### src/rtl/sha_msg_scheduler.sv
// sha_msg_scheduler: SHA message-schedule generator for all sha::mode_t modes.
// Loads one 16-word block and streams W_0..W_(R-1) over valid/ready.
// R = 64 for sha224/sha256 and 80 otherwise. A 16-word sliding window holds
// W_t..W_(t+15); each handshake shifts it and appends W_(t+16).
// Optional feature macro: SHA_SCHED_ABORT_EN adds abort_i.
// Ports:
//   clk, rst_n  clock (rising edge), asynchronous active-low reset
//   start_i     load request, sampled only in IDLE
//   mode_i      sha::mode_t encoding, sampled with start_i
//   blk_i       message block, word 0 in MSBs
//   abort_i     (SHA_SCHED_ABORT_EN only) abandon the current stream
//   busy_o      high while streaming
//   w_valid_o   w_o valid; w_ready_i: consumer accepts w_o
//   w_o         schedule word W_t (32-bit modes drive upper bits 0)
//   w_idx_o     t of current w_o
//   last_o      w_valid_o && t == R-1
//   done_o      1-cycle pulse after the last handshake
//   err_o       1-cycle pulse: start_i with an unsupported mode

package sha;
  typedef enum logic [2:0] {
    SHA1       = 3'd0,
    SHA224     = 3'd1,
    SHA256     = 3'd2,
    SHA384     = 3'd3,
    SHA512     = 3'd4,
    SHA512_224 = 3'd5,
    SHA512_256 = 3'd6
  } mode_t;
endpackage

module sha_msg_scheduler #(
  parameter int unsigned WORD_W = 64,
  parameter int unsigned BLK_W  = 16 * WORD_W
) (
  input  logic              clk,
  input  logic              rst_n,
  input  logic              start_i,
  input  logic [2:0]        mode_i,
  input  logic [BLK_W-1:0]  blk_i,
`ifdef SHA_SCHED_ABORT_EN
  input  logic              abort_i,
`endif
  output logic              busy_o,
  output logic              w_valid_o,
  input  logic              w_ready_i,
  output logic [WORD_W-1:0] w_o,
  output logic [6:0]        w_idx_o,
  output logic              last_o,
  output logic              done_o,
  output logic              err_o
);

  localparam int unsigned NW = 16;

  typedef enum logic {S_IDLE, S_STREAM} state_t;

  state_t            state_q, state_d;
  logic [6:0]        t_q, t_d;
  logic [2:0]        mode_q, mode_d;
  logic [WORD_W-1:0] win_q [NW];
  logic [WORD_W-1:0] win_d [NW];
  logic [WORD_W-1:0] ld_win [NW];
  logic [WORD_W-1:0] nxt;
  logic              busy_q, busy_d;
  logic              last_q, last_d;
  logic              done_q, done_d;
  logic              err_q, err_d;
  logic [31:0]       nxt32;
  logic [31:0]       sha1_x;
  logic              mode_ok;
  logic [6:0]        last_idx;

  function automatic logic is64(input logic [2:0] m);
    return (m == sha::SHA384) || (m == sha::SHA512) ||
           (m == sha::SHA512_224) || (m == sha::SHA512_256);
  endfunction

  function automatic logic [31:0] s0_32(input logic [31:0] x);
    return {x[6:0], x[31:7]} ^ {x[17:0], x[31:18]} ^ (x >> 3);
  endfunction

  function automatic logic [31:0] s1_32(input logic [31:0] x);
    return {x[16:0], x[31:17]} ^ {x[18:0], x[31:19]} ^ (x >> 10);
  endfunction

  function automatic logic [63:0] s0_64(input logic [63:0] x);
    return {x[0], x[63:1]} ^ {x[7:0], x[63:8]} ^ (x >> 7);
  endfunction

  function automatic logic [63:0] s1_64(input logic [63:0] x);
    return {x[18:0], x[63:19]} ^ {x[60:0], x[63:61]} ^ (x >> 6);
  endfunction

  // 64-bit modes only exist in the wide build
  assign mode_ok  = (mode_i != 3'b111) && ((WORD_W == 32'd64) || !is64(mode_i));
  assign last_idx = ((mode_q == sha::SHA224) || (mode_q == sha::SHA256)) ? 7'd63 : 7'd79;

  // 32-bit next word, shared by sha1 and sha224/256 (low word lanes)
  always_comb begin
    sha1_x = win_q[13][31:0] ^ win_q[8][31:0] ^ win_q[2][31:0] ^ win_q[0][31:0];
    if (mode_q == sha::SHA1) begin
      nxt32 = {sha1_x[30:0], sha1_x[31]};
    end else begin
      nxt32 = s1_32(win_q[14][31:0]) + win_q[9][31:0] + s0_32(win_q[1][31:0]) + win_q[0][31:0];
    end
  end

  // Block unpacking and next-word select depend on the supported word width
  generate
    if (WORD_W == 32'd64) begin : g_w64
      always_comb begin
        for (int unsigned k = 0; k < NW; k++) begin
          ld_win[k] = is64(mode_i) ? blk_i[1023-64*k -: 64] : 64'(blk_i[511-32*k -: 32]);
        end
        nxt = is64(mode_q) ? s1_64(win_q[14]) + win_q[9] + s0_64(win_q[1]) + win_q[0]
                           : 64'(nxt32);
      end
    end else begin : g_w32
      always_comb begin
        for (int unsigned k = 0; k < NW; k++) begin
          ld_win[k] = blk_i[511-32*k -: 32];
        end
        nxt = nxt32;
      end
    end
  endgenerate

  // Next-state and output logic
  always_comb begin
    state_d = state_q;
    t_d     = t_q;
    mode_d  = mode_q;
    win_d   = win_q;
    busy_d  = busy_q;
    last_d  = last_q;
    done_d  = 1'b0;
    err_d   = 1'b0;
    case (state_q)
      S_IDLE: begin
        // start_i in the done cycle is ignored
        if (start_i && !done_q) begin
          if (mode_ok) begin
            state_d = S_STREAM;
            mode_d  = mode_i;
            win_d   = ld_win;
            t_d     = 7'd0;
            busy_d  = 1'b1;
            last_d  = 1'b0;
          end else begin
            err_d = 1'b1;
          end
        end
      end
      S_STREAM: begin
`ifdef SHA_SCHED_ABORT_EN
        if (abort_i) begin
          state_d = S_IDLE;
          busy_d  = 1'b0;
          last_d  = 1'b0;
        end else
`endif
        if (w_ready_i) begin
          for (int unsigned k = 0; k < NW - 1; k++) begin
            win_d[k] = win_q[k+1];
          end
          win_d[NW-1] = nxt;
          t_d = t_q + 7'd1;
          if (t_q == last_idx) begin
            state_d = S_IDLE;
            busy_d  = 1'b0;
            last_d  = 1'b0;
            done_d  = 1'b1;
          end else begin
            last_d = ((t_q + 7'd1) == last_idx);
          end
        end
      end
      default: state_d = S_IDLE;
    endcase
  end

  // State registers
  always_ff @(posedge clk or negedge rst_n) begin
    if (!rst_n) begin
      state_q <= S_IDLE;
      t_q     <= 7'd0;
      mode_q  <= 3'd0;
      busy_q  <= 1'b0;
      last_q  <= 1'b0;
      done_q  <= 1'b0;
      err_q   <= 1'b0;
      for (int unsigned k = 0; k < NW; k++) begin
        win_q[k] <= '0;
      end
    end else begin
      state_q <= state_d;
      t_q     <= t_d;
      mode_q  <= mode_d;
      busy_q  <= busy_d;
      last_q  <= last_d;
      done_q  <= done_d;
      err_q   <= err_d;
      win_q   <= win_d;
    end
  end

  assign busy_o    = busy_q;
  assign w_valid_o = busy_q;
  assign w_o       = win_q[0];
  assign w_idx_o   = t_q;
  assign last_o    = last_q;
  assign done_o    = done_q;
  assign err_o     = err_q;

endmodule

### config.mk
export PLATFORM = sky130hd
export DESIGN_NAME = sha_msg_scheduler
export DESIGN_NICKNAME = d
export VERILOG_FILES = /design/src/rtl/sha_msg_scheduler.sv
export SDC_FILE = /design/constraint.sdc
export NUM_CORES = 2
export LEC_CHECK = 0
export ABC_AREA = 1
export CORE_MARGIN = 8
export CORE_UTILIZATION = 35
export DETAILED_ROUTE_END_ITERATION = 7
export DONT_BUFFER_PORTS = 1
export PLACE_DENSITY_LB_ADDON = 0.05
export RECOVER_POWER = 100
export SLEW_MARGIN = 25
export SYNTH_ARGS = -nofsm -noshare
export SYNTH_HDL_FRONTEND = slang
export SYNTH_SLANG_ARGS = --single-unit
### constraint.sdc
create_clock -name clk -period 4.2 [get_ports clk]
set_clock_uncertainty 0.2 [all_clocks]
set_input_delay 0.63 -clock clk [delete_from_list [all_inputs] [get_ports clk]]
set_output_delay 0.63 -clock clk [all_outputs]
set_load 0.05 [all_outputs]
==> impl_metrics.json <==
{
  "status": "complete, but fails checks",
  "violations": "max-capacitance violations, max-slew violations, negative setup slack",
  "grt_pass1_wl_um": 649000,
  "endpoint_kind": "flop",
  "ys.flop_type": "dfrtp_1",
  "core-area_sq_um": 194000,
  "drv_slew": 304,
  "setup_viol": 5,
  "drt-pass1-iter-count": 7,
  "die_area_sq_um": 209000,
  "die_h_um": 457,
  "post-route-drc-count": 0,
  "cp_max_fo": 4,
  "synth.net_count": 10400,
  "antenna_found_initial": 187,
  "holdCritPathClass": "input pin to flop",
  "final_cells": 13000,
  "clkTransAtPathRegs_ps": 60,
  "crit_required_ps": 4680,
  "numCtsBuffers": 137,
  "max_freq_ghz": 0.235,
  "initial_utilization": 0.351,
  "drt_iter0_drc": 12700,
  "row_count": 162,
  "drive_gt1_frac": 0.165,
  "clock_latency_ps": 830,
  "n_fill_cell": 19700,
  "final_util": 0.476,
  "cp_data_arrival_time_ps": 4740,
  "fin_crit_sh": 1.01,
  "cts_tree": "yes",
  "grt.overflow.total": 0,
  "crit_type": "flop to flop",
  "track_usage": 0.453,
  "max_slew_margin": -0.172,
  "synth_area_leader_cell": "dfrtp_1",
  "whs_ps": 28.5,
  "nets": 11600,
  "ys_async_sr_fraction": 1.00,
  "cts-htree-levels": 4,
  "yosys.cell_types.count": 44,
  "yosys-top-cells-area": "dfrtp_1 38%, nand2_1 15%, o21ai_0 8.2%",
  "r2r_start": "win_q[88]",
  "routed_wl_um": 497000,
  "drv_cap": 4,
  "synth_top_area_frac": 0.382,
  "cp-start-kind": "flop",
  "ant_nets": 0,
  "ioPinCount": 1107,
  "yosys_register_bits": 1039,
  "gp_routability_congestion": 1.05,
  "fin_crit_ps": 4260,
  "synth.most_common_cell": "nand2_1",
  "cts_buffer_depth": 3,
  "viasPerCell": 5.86,
  "io_buffers": 0,
  "grt_pass1_vias": 71800,
  "setup_ws_ps": -59.0,
  "dp_hpwl_um": 397000,
  "yosysSeqAreaShare": 0.382,
  "seq_area_sq_um": 26000,
  "fp.dieW_um": 457,
  "ys_warn_count": 0,
  "wire_per_inst_um": 38.1,
  "avgSynthCellArea_sq_um": 7.47,
  "multi_input_area_sq_um": 39100,
  "num_vias": 76400,
  "hold_start": "blk_i[773]",
  "tightest_slew_ps": 1760,
  "synth-edff-count": 0,
  "finalHoldViolations": 0,
  "cts.sinks": 1039,
  "dp.cells": 11800,
  "root_buffer": "clkbuf_16",
  "grt_start_max_net_pins": 220,
  "tns_ps": -133,
  "netlist_area_sq_um": 68100,
  "crit_path_start": "win_q[88]",
  "grt_setup_unrepaired": "yes",
  "netlist_instances": 9122,
  "area_growth_pct": 35.7,
  "ys_top_cells_by_count": "2780 x nand2_1, 1113 x o21ai_0, 1039 x dfrtp_1"
}
[worst paths after layout]
| path | to | slack, ps | cells past startpoint |
|---|---|---|---|
| setup / recovery | win_q[29] | -60 | 22 |
| hold / removal | win_q[773] | 30 | 4 |
| setup reg to reg | win_q[29] | -60 | 22 |
| hold reg to reg | win_q[18] | 280 | 2 |
| max in group asynchronous | win_q[769] | 470 | 7 |
| min in group asynchronous | w_idx_o[4] | 190 | 2 |
[final cells by class]
type,instances,area share
diodes,151,0.00409
clock buffers,193,0.0422
clock inverters,51,0.00844
inverters,997,0.0409
multi-input cells,6411,0.423
flip-flops and latches,1039,0.282
well taps,2542,0.0344
repair buffers,1649,0.165
[routing by layer]
| layer | wire (um) | GRT usage | part of all wire |
|---|---|---|---|
| met1 | 191000 | 0.585 | 0.38 |
| met2 | 210000 | 0.659 | 0.42 |
| met5 | 334 | 0 | 0.00067 |
| met3 | 55700 | 0.132 | 0.11 |
| met4 | 40100 | 0.293 | 0.081 |
[flip-flops by register name, summed over array words and instances (netlist names)]
name     count
win_q      960
w_o         64
w_idx_o      7
mode_q       3
busy_o       1
done_o       1
err_o        1
last_o       1
state_q      1
[through the flow]
stage | area, sq um | worst slack, ps
after floorplan | 68100 | 318
after global placement | 75000 | -1330
after detailed placement | 75100 | -1330
after CTS | 89400 | -47.8
after global routing | 92300 | -124
final | 92400 | -59.0
[worst max-delay path, stage by stage, from the launching register on]
cell     delay (ps)
dfrtp_1         420
buf_6           170
xor2_4          180
buf_6           140
xor2_4          150
fa_2            490
fa_2            610
inv_1            90
ha_4            280
nand2_1          60
nand2_1         140
nand2_1         110
nand2_1          80
inv_1            60
nand2_1         110
a21oi_2         190
nand2_2         120
nand2_1          80
nand3_1         150
nand2_1         130
inv_1            50
nand2_1          60
nand2_1          50
[cell families (layout without fill, tap and decap cells)]
family | after synthesis | count (layout) | synth area share
AO/OA/AOI/OAI | 1918 | 1918 | 0.164
XOR/XNOR | 455 | 455 | 0.0585
adder cells (fa/ha/maj) | 285 | 285 | 0.0731
buffers and inverters | 1672 | 2890 | 0.101
flip-flops | 1039 | 1039 | 0.382
other | 0 | 151 | 0
AND/OR/NAND/NOR | 3753 | 3753 | 0.223
[what timing repair did]
action / 4_1_cts / 5_1_grt
setup buffers: 6 / 44
resized for setup: 281 / 645
pin swaps: 39 / 212
endpoints found under the hold margin: 1126 / 0
gates cloned: 0 / 2
hold buffers: 810 / 0
setup endpoints to repair: 60 / 180
[cells in the final DEF (no fill, tap or decap), types with 189 or more instances in the layout]
cell	instances
buf_4	672
dlygate4sd3_1	809
dfrtp_1	1021
nand2_1	2574
xnor2_1	189
o21ai_0	1097
inv_1	940
a22oi_1	261
o211ai_1	271
nand3_1	605
Power is left out: the tool's default activity adds up to more than one toggle a clock period on the data nets, which glitch-free logic cannot reach.
